## src/rtl/jsv_pkg.sv

```systemverilog
// Shared types and constants for the fractal pixel transmitter slice.
package jsv_pkg;

  typedef enum logic [1:0] {
    IDLE  = 2'd0,
    ISSUE = 2'd1,
    DRAIN = 2'd2
  } pix_state_t;

  localparam int unsigned COORD_W   = 10;
  localparam int unsigned H_RES_DEF = 640;
  localparam int unsigned V_RES_DEF = 480;

endpackage

```

## src/rtl/fractal_pixel_tx_raster_counter.sv

```systemverilog
// Raster-order x/y counter with synchronous clear, advance enable and a
// combinational flag marking the last coordinate of the frame.
module raster_counter
  import jsv_pkg::*;
#(
  parameter int unsigned H_RES = H_RES_DEF,
  parameter int unsigned V_RES = V_RES_DEF
) (
  input  logic               clk,
  input  logic               rst_n,
  input  logic               clr,
  input  logic               en,
  output logic [COORD_W-1:0] x,
  output logic [COORD_W-1:0] y,
  output logic               last_c
);

  localparam logic [COORD_W-1:0] X_MAX = COORD_W'(H_RES - 1);
  localparam logic [COORD_W-1:0] Y_MAX = COORD_W'(V_RES - 1);

  logic [COORD_W-1:0] x_d;
  logic [COORD_W-1:0] y_d;

  assign last_c = (x == X_MAX) && (y == Y_MAX);

  // Next coordinate: clear wins over advance; x wraps into a y step.
  always_comb begin
    x_d = x;
    y_d = y;
    if (clr) begin
      x_d = '0;
      y_d = '0;
    end else if (en) begin
      if (x == X_MAX) begin
        x_d = '0;
        y_d = (y == Y_MAX) ? '0 : y + COORD_W'(1);
      end else begin
        x_d = x + COORD_W'(1);
      end
    end
  end

  always_ff @(posedge clk or negedge rst_n) begin
    if (!rst_n) begin
      x <= '0;
      y <= '0;
    end else begin
      x <= x_d;
      y <= y_d;
    end
  end

endmodule

```

## src/rtl/fractal_pixel_tx.sv

```systemverilog
// Raster sweep of fractal requests with credit-limited result FIFO feeding
// the bitmap draw port. Optional frame cycle counter: FRACTAL_PIXEL_TX_STATS_EN.
module fractal_pixel_tx
  import jsv_pkg::*;
#(
  parameter int unsigned H_RES      = H_RES_DEF,
  parameter int unsigned V_RES      = V_RES_DEF,
  parameter int unsigned ITER_W     = 8,
  parameter int unsigned FIFO_DEPTH = 4
) (
  input  logic               clk_clk,
  input  logic               reset_reset_n,
  input  logic               frame_start,
  output logic               calc_req,
  output logic [COORD_W-1:0] calc_x,
  output logic [COORD_W-1:0] calc_y,
  input  logic               calc_ack,
  input  logic               calc_valid,
  input  logic [ITER_W-1:0]  calc_iter,
  output logic               draw,
  output logic [COORD_W-1:0] draw_x,
  output logic [COORD_W-1:0] draw_y,
  output logic [ITER_W-1:0]  draw_i,
  input  logic               draw_ready,
  output logic               busy,
  output logic               frame_done,
  output logic               err
`ifdef FRACTAL_PIXEL_TX_STATS_EN
  ,
  output logic [31:0]        frame_cycles
`endif
);

  localparam int unsigned ADDR_W = $clog2(FIFO_DEPTH);
  localparam int unsigned PTR_W  = ADDR_W + 1;
  localparam int unsigned CRD_W  = $clog2(FIFO_DEPTH + 2) + 1;
  localparam int unsigned SUM_W  = CRD_W + 2;

  pix_state_t         state_q;
  pix_state_t         state_d;

  logic [CRD_W-1:0]   out_cnt_q;
  logic [CRD_W-1:0]   out_cnt_d;
  logic [PTR_W-1:0]   wr_ptr_q;
  logic [PTR_W-1:0]   rd_ptr_q;
  logic [PTR_W-1:0]   fifo_cnt_c;
  logic [PTR_W-1:0]   fifo_cnt_d;
  logic [ITER_W-1:0]  mem [FIFO_DEPTH];

  logic               start_c;
  logic               issue_hs_c;
  logic               draw_hs_c;
  logic               valid_ok_c;
  logic               valid_bad_c;
  logic               push_c;
  logic               pop_c;
  logic               frame_end_c;
  logic               full_d;
  logic               req_d;
  logic               fifo_empty_c;
  logic               fifo_full_c;
  logic               issue_last_c;
  logic               draw_last_c;
  logic [SUM_W-1:0]   credit_c;

  assign fifo_cnt_c   = wr_ptr_q - rd_ptr_q;
  assign fifo_empty_c = (fifo_cnt_c == '0);
  assign fifo_full_c  = (fifo_cnt_c == PTR_W'(FIFO_DEPTH));

  raster_counter #(
    .H_RES (H_RES),
    .V_RES (V_RES)
  ) u_issue_cnt (
    .clk    (clk_clk),
    .rst_n  (reset_reset_n),
    .clr    (start_c),
    .en     (issue_hs_c),
    .x      (calc_x),
    .y      (calc_y),
    .last_c (issue_last_c)
  );

  raster_counter #(
    .H_RES (H_RES),
    .V_RES (V_RES)
  ) u_draw_cnt (
    .clk    (clk_clk),
    .rst_n  (reset_reset_n),
    .clr    (start_c),
    .en     (draw_hs_c),
    .x      (draw_x),
    .y      (draw_y),
    .last_c (draw_last_c)
  );

  // Next state, handshakes, FIFO control and next-cycle credit decision.
  always_comb begin
    state_d     = state_q;
    start_c     = 1'b0;
    issue_hs_c  = calc_req && calc_ack;
    draw_hs_c   = draw && draw_ready;
    valid_ok_c  = calc_valid && (out_cnt_q != '0);
    valid_bad_c = calc_valid && (out_cnt_q == '0);
    push_c      = valid_ok_c && !fifo_full_c;
    pop_c       = !fifo_empty_c && (!draw || draw_hs_c);
    frame_end_c = (state_q == DRAIN) && draw_hs_c && draw_last_c;

    case (state_q)
      IDLE: begin
        if (frame_start) begin
          state_d = ISSUE;
          start_c = 1'b1;
        end
      end
      ISSUE: begin
        if (issue_hs_c && issue_last_c) begin
          state_d = DRAIN;
        end
      end
      DRAIN: begin
        if (frame_end_c) begin
          state_d = IDLE;
        end
      end
      default: state_d = IDLE;
    endcase

    out_cnt_d  = out_cnt_q + CRD_W'(issue_hs_c) - CRD_W'(valid_ok_c);
    fifo_cnt_d = fifo_cnt_c + PTR_W'(push_c) - PTR_W'(pop_c);
    full_d     = pop_c || (draw && !draw_hs_c);
    credit_c   = SUM_W'(out_cnt_d) + SUM_W'(fifo_cnt_d) + SUM_W'(full_d);
    req_d      = (state_d == ISSUE) && (credit_c < SUM_W'(FIFO_DEPTH + 1));
  end

  always_ff @(posedge clk_clk or negedge reset_reset_n) begin
    if (!reset_reset_n) begin
      state_q    <= IDLE;
      out_cnt_q  <= '0;
      wr_ptr_q   <= '0;
      rd_ptr_q   <= '0;
      calc_req   <= 1'b0;
      draw       <= 1'b0;
      draw_i     <= '0;
      busy       <= 1'b0;
      frame_done <= 1'b0;
      err        <= 1'b0;
    end else begin
      state_q    <= state_d;
      out_cnt_q  <= out_cnt_d;
      if (push_c) begin
        wr_ptr_q <= wr_ptr_q + PTR_W'(1);
      end
      if (pop_c) begin
        rd_ptr_q <= rd_ptr_q + PTR_W'(1);
        draw_i   <= mem[rd_ptr_q[ADDR_W-1:0]];
      end
      draw       <= full_d;
      calc_req   <= req_d;
      busy       <= (state_d != IDLE);
      frame_done <= frame_end_c;
      err        <= err || valid_bad_c;
    end
  end

  // Result storage; validity is tracked solely by the pointers.
  always_ff @(posedge clk_clk) begin
    if (push_c) begin
      mem[wr_ptr_q[ADDR_W-1:0]] <= calc_iter;
    end
  end

`ifdef FRACTAL_PIXEL_TX_STATS_EN
  logic [31:0] run_cnt_q;

  // Counts the busy cycles; the latched value includes the frame_done cycle.
  always_ff @(posedge clk_clk or negedge reset_reset_n) begin
    if (!reset_reset_n) begin
      run_cnt_q    <= '0;
      frame_cycles <= '0;
    end else begin
      if (start_c) begin
        run_cnt_q <= 32'd1;
      end else if (state_q != IDLE) begin
        run_cnt_q <= run_cnt_q + 32'd1;
      end
      if (frame_end_c) begin
        frame_cycles <= run_cnt_q + 32'd1;
      end
    end
  end
`endif

endmodule
```

## config.mk

```make
export PLATFORM = sky130hd
export DESIGN_NAME = fractal_pixel_tx
export DESIGN_NICKNAME = d
export VERILOG_FILES = /design/src/rtl/jsv_pkg.sv /design/src/rtl/fractal_pixel_tx_raster_counter.sv /design/src/rtl/fractal_pixel_tx.sv
export SDC_FILE = /design/constraint.sdc
export NUM_CORES = 1
export LEC_CHECK = 0
export CORE_ASPECT_RATIO = 0.5
export CORE_MARGIN = 5
export CORE_UTILIZATION = 55
export DETAILED_ROUTE_END_ITERATION = 8
export GPL_ROUTABILITY_DRIVEN = 0
export PLACE_DENSITY_LB_ADDON = 0.08
export SLEW_MARGIN = 25
export SYNTH_ARGS = -nofsm -noshare
export SYNTH_HDL_FRONTEND = slang
export SYNTH_SLANG_ARGS = --single-unit
export TNS_END_PERCENT = 30
```

## constraint.sdc

```tcl
create_clock -name clk_clk -period 9.75 [get_ports clk_clk]
set_input_delay 1.95 -clock clk_clk [delete_from_list [all_inputs] [get_ports clk_clk]]
set_output_delay 1.95 -clock clk_clk [all_outputs]
set_load 0.01 [all_outputs]
```

Word-level counts from Yosys, hierarchy flattened

Memory sizes are Yosys's and may differ from the RTL's. A register that Yosys moved wholly into a read port is not among the register bits.
Cells that the tools add are included.

Register bits: 57
Bits in latches: 0
RAM bits: 32
Memory bits (read-only): 0
Input port bits: 14
Word-level logic and storage cells: 90
Memories kept: 1

$add $sub $neg: 13
Multipliers: 0
Divide/modulo/power cells: 0
Magnitude comparators: 1
Eq/ne operators: 8
Shift operators: 0
Mux-type cells: 22
Bitwise gates (word level): 0
Reduce and logical (&&, ||, !) cells: 32

Memory list:

| memory | words | bits a word | read ports | clocked after memory_dff | write ports | line                   | text |
|---|---|---|---|---|---|---|---|
| mem    | 4     | 8           | 1          | 1                        | 1           | fractal_pixel_tx.sv:48 | `logic [ITER_W-1:0] mem [FIFO_DEPTH];` |

Operator list:

| operator                                                    | number |
|---|---|
| 2-to-1 mux 10 bit                                           | 14 |
| adder 10 x 1 -> 10 bit (second input constant)              | 4 |
| equality test 10 bit (second input constant)                | 2 |
| equality test 10 x 9 -> 1 bit (second input constant)       | 2 |
| logical AND 1 bit                                           | 13 |
| nonzero test 2 bit                                          | 5 |
| adder 3 x 1 -> 3 bit (second input constant)                | 2 |
| adder 5 x 1 -> 6 bit                                        | 1 |
| less-than comparator 6 x 3 -> 1 bit (second input constant) | 1 |
| 2-to-1 mux 2 bit                                            | 3 |
| one-hot mux 2 bit (3 select lines)                          | 1 |
| adder 4 x 3 -> 5 bit                                        | 1 |
| logical NOT 1 bit                                           | 5 |
| adder 4 x 1 -> 4 bit                                        | 1 |
| equality test 2 x 1 -> 1 bit (second input constant)        | 2 |
| logical NOT 4 bit                                           | 1 |
| 2-to-1 mux 1 bit                                            | 4 |
| AND reduction 2 bit                                         | 2 |
| nonzero test 4 bit                                          | 1 |
| subtractor 4 x 1 -> 4 bit                                   | 1 |
| adder 3 x 1 -> 3 bit                                        | 1 |
| equality test 3 bit (second input constant)                 | 1 |
| logical NOT 3 bit                                           | 1 |
| logical OR 1 bit                                            | 3 |
| other kinds (4)                                             | 4 |

Logic depth before layout (Yosys ltp)

Gate-level depths: netlist of run 1.

Word-level depth: 10
Mapped depth: 18
Mapped depth without buffers: 17

By module

From an unflattened synthesis of run 1, not the netlist that was laid out.

Cell total of the unflattened synthesis: 408
Area total of the unflattened synthesis: 4,974.8 um^2

By module, submodules not included:

| module           | times used | cells an instance | area each (um^2) | seq. area each (um^2) |
|---|---|---|---|---|
| fractal_pixel_tx | 1          | 166               | 2,645.0          | 1,586.5 |
| raster_counter   | 2          | 121               | 1,164.9          | 500.5 |

Worst setup path after synthesis of run 1

No wires, ideal clock.

Path kind: in2reg
From: input draw_ready
To: register calc_req
Setup time: 0.120 ns
Arrival time: 4.579 ns
Path slack: 5.050 ns
Stages: 14
Path buffers: 1
Cells stage by stage: nand2b_1 nor2b_1 buf_2 ha_1 inv_1 ha_1 fa_1 inv_1 fa_1 nor2b_1 nor2_1 a2bb2oi_1 nor2_1 o211a_1

Longest elaborated chain between the ends: 8
Elaborated cells between the ends (all ways): 16

RTL lines:

| what                                    | line                    | text |
|---|---|---|
| from (decl)                             | fractal_pixel_tx.sv:24  | `input logic draw_ready,` |
| logical AND 1 bit (*)                   | fractal_pixel_tx.sv:101 | `draw_hs_c = draw && draw_ready;` |
| logical OR 1 bit (*)                    | fractal_pixel_tx.sv:105 | `pop_c = !fifo_empty_c && (!draw \|\| draw_hs_c);` |
| logical AND 1 bit (*)                   | fractal_pixel_tx.sv:105 |  |
| named net pop_c                         | fractal_pixel_tx.sv:56  | `logic pop_c;` |
| subtractor 3 x 1 -> 3 bit               | fractal_pixel_tx.sv:129 | `fifo_cnt_d = fifo_cnt_c + PTR_W'(push_c) - PTR_W'(pop_c);` |
| adder 4 x 3 -> 5 bit                    | fractal_pixel_tx.sv:131 | `credit_c = SUM_W'(out_cnt_d) + SUM_W'(fifo_cnt_d) + SUM_W'(full_d);` |
| adder 5 x 1 -> 6 bit (*)                | fractal_pixel_tx.sv:131 |  |
| less-than comparator 6 x 3 -> 1 bit (*) | fractal_pixel_tx.sv:132 | `req_d = (state_d == ISSUE) && (credit_c < SUM_W'(FIFO_DEPTH + 1));` |
| logical AND 1 bit (*)                   | fractal_pixel_tx.sv:132 |  |
| named net req_d                         | fractal_pixel_tx.sv:59  | `logic req_d;` |
| to (signal assigned)                    | fractal_pixel_tx.sv:158 | `calc_req <= req_d;` |
| to (decl)                               | fractal_pixel_tx.sv:14  | `output logic calc_req,` |

Mark *: on every way through the listed nets, which the timed path passes. The rest lies on a longest branch.
A chain may end at the register's enable or synchronous reset.

Final worst setup path of run 1

From: input draw_ready
To: register calc_req

Longest elaborated chain between the ends: 8
Elaborated cells between the ends (all ways): 16

RTL lines:

| what                                | line |
|---|---|
| logical AND 1 bit (*)               | fractal_pixel_tx.sv:101 |
| logical OR 1 bit                    | fractal_pixel_tx.sv:105 |
| logical AND 1 bit                   | fractal_pixel_tx.sv:105 |
| subtractor 3 x 1 -> 3 bit           | fractal_pixel_tx.sv:129 |
| adder 4 x 3 -> 5 bit                | fractal_pixel_tx.sv:131 |
| adder 5 x 1 -> 6 bit                | fractal_pixel_tx.sv:131 |
| less-than comparator 6 x 3 -> 1 bit | fractal_pixel_tx.sv:132 |
| logical AND 1 bit (*)               | fractal_pixel_tx.sv:132 |
| named net req_d                     | fractal_pixel_tx.sv:59 |

Marked as above.

==> run summary, run 1 <==
The startpoint identified for the worst hold timing path is err. The clock group share of total power came out at between 20 and 25%. The count of TritonRoute iterations in the first routing pass came out at 4. The total wire length is ~9600 µm. The post-cts repair resize count is 0. The post-synthesis cell count came out at slightly below 400. The category of the worst setup path launch point is an input pin. The synthesized netlist occupies a cell area of 4700 µm². The count of distinct cell types in the synthesized netlist is 57. The largest net degree at the start of global routing is between 60 and 70. Summed over all instances, the cell type with the most area after synthesis is sky130_fd_sc_hd__dfrtp_1. The cell depth of the worst flop-to-flop path came out at 16. The library cells used most frequently in the layout, excluding fill and tap cells, are sky130_fd_sc_hd__dfrtp_1, sky130_fd_sc_hd__clkdlybuf4s50_1, sky130_fd_sc_hd__nand2_1. After clock tree synthesis, the clock-pin slew on the worst setup and hold paths is ~0.06 ns.

Summing internal, switching and leakage power gives approximately 1900 µW. The static leakage is ~0.0024 µW. The cell-internal power is about 1200 µW. The number of cells traversed by the worst hold path came out at 1. The antenna diode count came out at 0. The setup skew after layout is ~0.009 ns.

The final number of setup-violating endpoints is 0. The number of global-route vias before repair is between 3000 and 4000. The power density relative to cell area came out at ~320 nW/µm². The minimum setup slack among reg-to-reg paths is 5.03 ns. The switching part of the total power came out at 35.9%. The number of buffers added for setup after CTS came out at 0. For the pin with the worst max-slew slack, the measured transition is around 0.81 ns.

The floorplan step set the die width to approximately 140 µm. Across the VDD grid, the largest voltage drop is about 0.22 mV. The achievable frequency came out at 190 MHz.

During placement, the flow inserted port buffers numbering 66. The total cell area at the placement stage came out at between 5000 and 6000 µm². Dividing the synthesized area by the synthesized cell count gives ~12 µm². The number of clock sinks is 97. In the synthesized netlist the dominant register cell turns out to be sky130_fd_sc_hd__dfrtp_1. The path class of the lowest-slack min-delay path is register to register. The overall die height is around 75 µm. The DRC violation total after the first TritonRoute iteration is ~170. The final number of hold-violating endpoints was 0. The number of max-cap violations is 0. The share of final-layout standard cells stronger than drive strength 1 is around a tenth. Yosys attributes the largest share of cell area to sky130_fd_sc_hd__dfrtp_1, sky130_fd_sc_hd__edfxtp_1, sky130_fd_sc_hd__ha_1. The floorplan step defined a die boundary enclosing around 11000 µm².

The endpoint of the worst register-to-register path is calc_req. The number of hold buffers added after CTS was 0. Setup repair after global routing left no endpoint under its margin.

The number of buffers on the longest clock path is 2. Of the post-synthesis cell area, the dominant cell type holds 34.6%. The portion of total power attributed to combinational logic came out at between 40 and 50%.

The via density per instance came out at roughly 5.6. The area growth from synthesis to layout is 23.9%. In this run the remaining antenna-violating nets after routing total 0.

The average wire length per cell after detail routing came out at around 17 µm. The part of the total power dissipated in sequential elements is around 33%. After layout, the worst path uses 53.9% of the clock period.

The starting density of the core came out at 57.6%. The number of synthesized flops with an enable pin is 32. The analysis attributes to net switching a power of around 670 µW. The wire length of the first global-routing pass is around 16000 µm. In this run the critical register-to-register path is launched from rd_ptr_q[0]. For the finished layout, the period the worst path requires is around 5.3 ns. 67 I/O pins were placed.

TritonCTS built the clock tree. The number of warnings issued by yosys is 0. The layout net count came out at 500. The max-slew violation count was 0. The fraction of registers with async set/reset is around two thirds. The flow ran to the end, and the final reports show no timing, DRC or antenna violations. The relative slew slack is 45.1%. Of all nets on the critical path, the largest fanout is 12. For hold timing, the worst endpoint is err. The final non-filler cell area is about 6000 µm². STA classifies the critical path endpoint as a register. The number of core rows came out at 23. In the global route stage, overall resource usage came out at 19.4%. CTS placed an instance of sky130_fd_sc_hd__clkbuf_16 at the clock tree root. Detailed placement finished with a half-perimeter wire length of approximately 6800 µm. The critical path start-end classification is input pin to register. The clock insertion delay at the later pin of the skew report is 0.35 ns.

The register area share after synthesis came out at between 50% and 60%. The number of nets handed over by synthesis was 426. The initial antenna violation count is 0. The number of DRC violations after detailed routing came out at 0. The number of clock buffers inserted by TritonCTS came out at 9. At the worst endpoint, the required time is roughly 10 ns. The number of synthesized register bits is 97. The remaining global-route overflow came out at 0.

The number of levels in the clock H-tree is 3. Summing over every cut layer, the via total after detailed routing is ~3300. The core area is between 8000 and 9000 µm².

In the final timing run, aggregate negative setup slack is 0 ns. Data arrives at the worst endpoint at between 5 and 6 ns.
-- power by group through the flow --
stage | Sequential (µW) | Clock (µW) | Combinational [µW]
2_1_floorplan | 608 | 0 | 625
3_3_place_gp | 618 | 0 | 800
3_5_place_dp | 624 | 0 | 870
4_1_cts | 618 | 389 | 885
5_1_grt | 631 | 404 | 977
6_report | 616 | 383 | 880
-- cells in the mapped netlist, types with 3 or more instances --
library cell and number:
sky130_fd_sc_hd__a22o_1 3, sky130_fd_sc_hd__xnor2_1 10, sky130_fd_sc_hd__and3_1 5, sky130_fd_sc_hd__mux4_2 8, sky130_fd_sc_hd__nand2_1 36, sky130_fd_sc_hd__a21o_1 3, sky130_fd_sc_hd__nor4b_1 3, sky130_fd_sc_hd__xor2_1 18
sky130_fd_sc_hd__and2_1 7, sky130_fd_sc_hd__or3_1 4, sky130_fd_sc_hd__nor2b_1 4, sky130_fd_sc_hd__edfxtp_1 32, sky130_fd_sc_hd__nor3b_1 3, sky130_fd_sc_hd__inv_1 23, sky130_fd_sc_hd__a31oi_1 4, sky130_fd_sc_hd__dfrtp_1 65
sky130_fd_sc_hd__nand3_1 13, sky130_fd_sc_hd__a21oi_1 13, sky130_fd_sc_hd__ha_1 19, sky130_fd_sc_hd__nand4_1 9, sky130_fd_sc_hd__fa_1 5, sky130_fd_sc_hd__nor2_1 32, sky130_fd_sc_hd__o21ai_0 11, sky130_fd_sc_hd__nand2b_1 5
sky130_fd_sc_hd__nor3_1 5, sky130_fd_sc_hd__mux2_2 11
-- cells by family after synthesis --
kind of cell | Yosys count | share of synthesized area, %
buffers and inverters | 28 | 2.26
adders and majority gates | 24 | 7.18
DFF | 97 | 55.0
and+or+nand+nor | 139 | 15.6
xor gates and xnor gates | 29 | 5.69
muxes | 20 | 6.68
AOI/OAI and AO/OA | 51 | 7.55
-- worst max-delay path: stages --
cell,delay [ns]
sky130_fd_sc_hd__clkdlybuf4s50_1,0.52
sky130_fd_sc_hd__nand2b_1,0.16
sky130_fd_sc_hd__nor2b_2,0.54
sky130_fd_sc_hd__ha_1,0.35
sky130_fd_sc_hd__inv_1,0.06
sky130_fd_sc_hd__ha_1,0.24
sky130_fd_sc_hd__fa_1,0.42
sky130_fd_sc_hd__inv_1,0.10
sky130_fd_sc_hd__fa_1,0.42
sky130_fd_sc_hd__nor2b_1,0.17
sky130_fd_sc_hd__nor2_1,0.10
sky130_fd_sc_hd__a2bb2oi_1,0.18
sky130_fd_sc_hd__nor2_1,0.06
sky130_fd_sc_hd__o211a_1,0.22
-- through the flow --
step	hold slack, ns	cells	setup slack [ns]	util (%)
after detailed placement	0.468	563	3.79	67.2
final	0.468	579	4.49	71.3
after global placement	0.437	563	3.91	67.2
after global routing	0.505	579	4.29	71.3
after CTS	0.483	579	4.14	71.3
after floorplan	0.443	388	5.05	-
-- worst max path at each step --
stage / start / end / slack, ns / cells after the start
3_3_place_gp: draw_ready / calc_req / 3.91 / 14
3_5_place_dp: draw_ready / calc_req / 3.79 / 14
5_1_grt: draw_ready / calc_req / 4.29 / 14
4_1_cts: draw_ready / calc_req / 4.14 / 14
6_report: draw_ready / calc_req / 4.49 / 14
2_1_floorplan: draw_ready / calc_req / 5.05 / 14
-- state kept, by name, summed over array words and instances, names as in the netlist, 2 cells and up --
register       count
wr_ptr_q           3
mem               32
u_draw_cnt.x      10
u_draw_cnt.y      10
draw_i             8
rd_ptr_q           3
u_issue_cnt.y     10
state_q            2
u_issue_cnt.x     10
out_cnt_q          4
-- area by class of cell --
type	count	area, µm²
flip-flops and latches	97	2590
clock buffers	11	264
repair buffers	68	671
fillers	573	2340
inverters	23	86.3
well taps	112	140
clock inverters	5	67.6
multi-input cells	263	2010
-- routing by layer --
metal  track usage [%]  wire length, µm  vias up
li1                  -                -     1551
met1              24.1             4150     1605
met2              33.7             4710       89
met3              4.39              539       16
met4              8.16              162        0
met5                 0                0        -
Note: power is estimated with default switching activity, not from simulation.
==> inputs of run 2 (changes only) <==
==> constraint.sdc (replaced) <==
create_clock -name clk_clk -period 5.2 [get_ports clk_clk]
set_input_delay 1.04 -clock clk_clk [delete_from_list [all_inputs] [get_ports clk_clk]]
set_output_delay 1.04 -clock clk_clk [all_outputs]
set_load 0.01 [all_outputs]
==> run summary, run 2 (same netlist as run 1, synthesis figures left out) <==
The worst-case vdd ir drop came out at 0.341 mV. The remaining global-route overflow is 0. The setup skew after layout came out at 0.00951 ns.

The top cell types in the final layout, fill and taps aside, are sky130_fd_sc_hd__dfrtp_1, sky130_fd_sc_hd__clkdlybuf4s50_1, sky130_fd_sc_hd__nand2_1. Setup repair after global routing left no endpoint under its margin. The DRC violation total after the first TritonRoute iteration is around 160. Summed over all layers, the routed wires come to 9560 µm.

TritonCTS built the clock tree. The die width came out at 141 µm. The via count is 3241.

The number of core rows came out at 23. Along the worst path, the maximum fanout reaches 12. The final number of hold-violating endpoints is 0.

The tree is rooted in a sky130_fd_sc_hd__clkbuf_16. The total cell area at the placement stage is about 5500 µm². The number of buffers added for setup after CTS is 0. Clock-pin slew was measured on the worst setup and hold paths at 0.07 ns. The count of TritonRoute iterations in the first routing pass came out at 4. The clock insertion delay at the later pin of the skew report is approximately 0.35 ns.

The full die area came out at roughly 11000 µm². The final critical delay including setup and external delays is 4.45 ns. The worst register-to-register path ends at calc_req. The utilization of the core after routing came out at a little over two thirds. In the final timing run, aggregate negative setup slack is 0 ns. The worst setup path is launched from a register. Hold repair after CTS inserted 0 buffers. The via density per instance is 5.59. Among all stages on the critical path, the largest delay is contributed by sky130_fd_sc_hd__dfrtp_1.

The number of cells traversed by the worst hold path came out at 1. The flip-flop count of the largest register, all copies and words added came out at 32. In this run the count of I/O pins placed on the die edge is 67. Gates resized during post-CTS repair numbered 0. The worst setup path is captured at a register. The total half-perimeter wirelength after legalization and detailed placement came out at 6870 µm. The cell depth of the worst flop-to-flop path came out at 17.

In this run the vertical extent of the chip is roughly 75 µm. The power density relative to cell area is between 500 and 600 nW/µm². The number of input and output port buffers inserted came out at 66.

The wire length of the first global-routing pass came out at about 16000 µm. Entering global routing, the biggest net connects 66 pins. The critical path arrival is approximately 4.7 ns. The transition time of the tightest slew-check pin is 0.825 ns. The longest clock path from root to sink contains 2 buffers.

The starting density of the core came out at between 50% and 60%. The number of global-route vias before repair came out at ~3300. Across all hold checks on the routed design, the worst slack comes to between 0.4 and 0.5 ns. The number of clock buffers inserted by TritonCTS is 9.

The run finished with clean final reports. The number of max-cap violations is 0. In this run the remaining antenna-violating nets after routing total 0.

For this run, the slowest stage of the critical path takes 0.60 ns. The antenna diode count is 0. In this run the worst hold path is classified as register to register. The initial antenna violation count came out at 0. Dividing the detail-routed wire length by the instance count gives between 15 and 20 µm.

The critical path is of the register to register type. The terminating pin of the worst hold path is err. The finished cells cover ~5800 µm². The max-slew violation count came out at 0. Walking the worst path, the cells encountered are ha_1, fa_1, xnor3_1, and3_1, nor2b_1, buf_4, ha_1, inv_1, ha_1, fa_1, inv_1, fa_1, nor2b_1, nor2_1, a2bb2oi_1, nor2_1, o211a_1.

The minimum setup slack among reg-to-reg paths is 0.75 ns. The share of the clock period used by the worst path after layout is a little under nine tenths. Setup violations remaining at the end of the flow were counted as 0. The area growth from synthesis to layout is 22.7%. The worst hold path begins at err. The slack of the critical path is 0.749 ns. The number of levels in the clock H-tree came out at 3.

The all-layer global routing usage is a little under a fifth. The relative slew slack came out at roughly 44%. The startpoint identified for the worst register-to-register timing path is rd_ptr_q[0]. Prior to clock tree synthesis, the placed netlist has a worst setup slack of between 0.7 and 0.8 ns. Data on the critical path is required at its endpoint by 5.43 ns.

The achievable frequency is around 220 MHz. The share of final-layout standard cells stronger than drive strength 1 is roughly a tenth. The layout net count came out at around 500. The core area came out at ~8200 µm². The static leakage came out at between 0.002 and 0.0025 µW.

After detailed routing, the number of remaining DRC violations is 0. CTS saw 97 sinks.
## run 2: per-stage QoR
| stage | power [µW] | cells |
|---|---|---|
| 2_1_floorplan | 2310 | 388 |
| 3_3_place_gp | 2670 | 564 |
| 3_5_place_dp | 2800 | 564 |
| 4_1_cts | 3410 | 580 |
| 5_1_grt | 3660 | 580 |
| 6_report | 3390 | 580 |
## run 2: layer usage
metal / share of wire [%] / global-route usage, % / up-vias
li1: - / - / 1551
met1: 45 / 23.6 / 1610
met2: 49 / 33.9 / 70
met3: 5.3 / 5.27 / 10
met4: 0.99 / 5.37 / 0
met5: 0 / 0 / -
## run 2: cell type report
cell class              count  area, µm²
fillers                   573       2400
clock inverters             7       46.3
clock buffers               9        225
multi-input cells         263       2010
well taps                 112        140
inverters                  23       86.3
repair buffers             69        678
flip-flops and latches     97       2590
## run 2: worst max path at each step
stage / start / end / slack (ns) / depth (start not counted)
after detailed placement: calc_valid / calc_req / 0.73 / 15
after global routing: rd_ptr_q[0] / calc_req / 0.50 / 17
after global placement: draw_ready / calc_req / 0.84 / 15
after floorplan: wr_ptr_q[0] / calc_req / 1.19 / 18
after CTS: rd_ptr_q[0] / calc_req / 0.74 / 17
final: rd_ptr_q[0] / calc_req / 0.75 / 17
## run 2: critical path, delay by kind of cell, from the launching register on
family / cells / cell delay, ns
buffers and inverters: 3 / 0.28
XOR/XNOR: 1 / 0.29
AND/OR/NAND/NOR: 5 / 0.57
flip-flops: 1 / 0.60
AO/OA/AOI/OAI: 2 / 0.40
adder cells (fa/ha/maj): 6 / 2.17
## run 2: power by group
group,internal [µW],switching [µW],leakage [µW]
Combinational,839,795,0.00112
Sequential,994,155,0.00111
Clock,323,286,0.000129
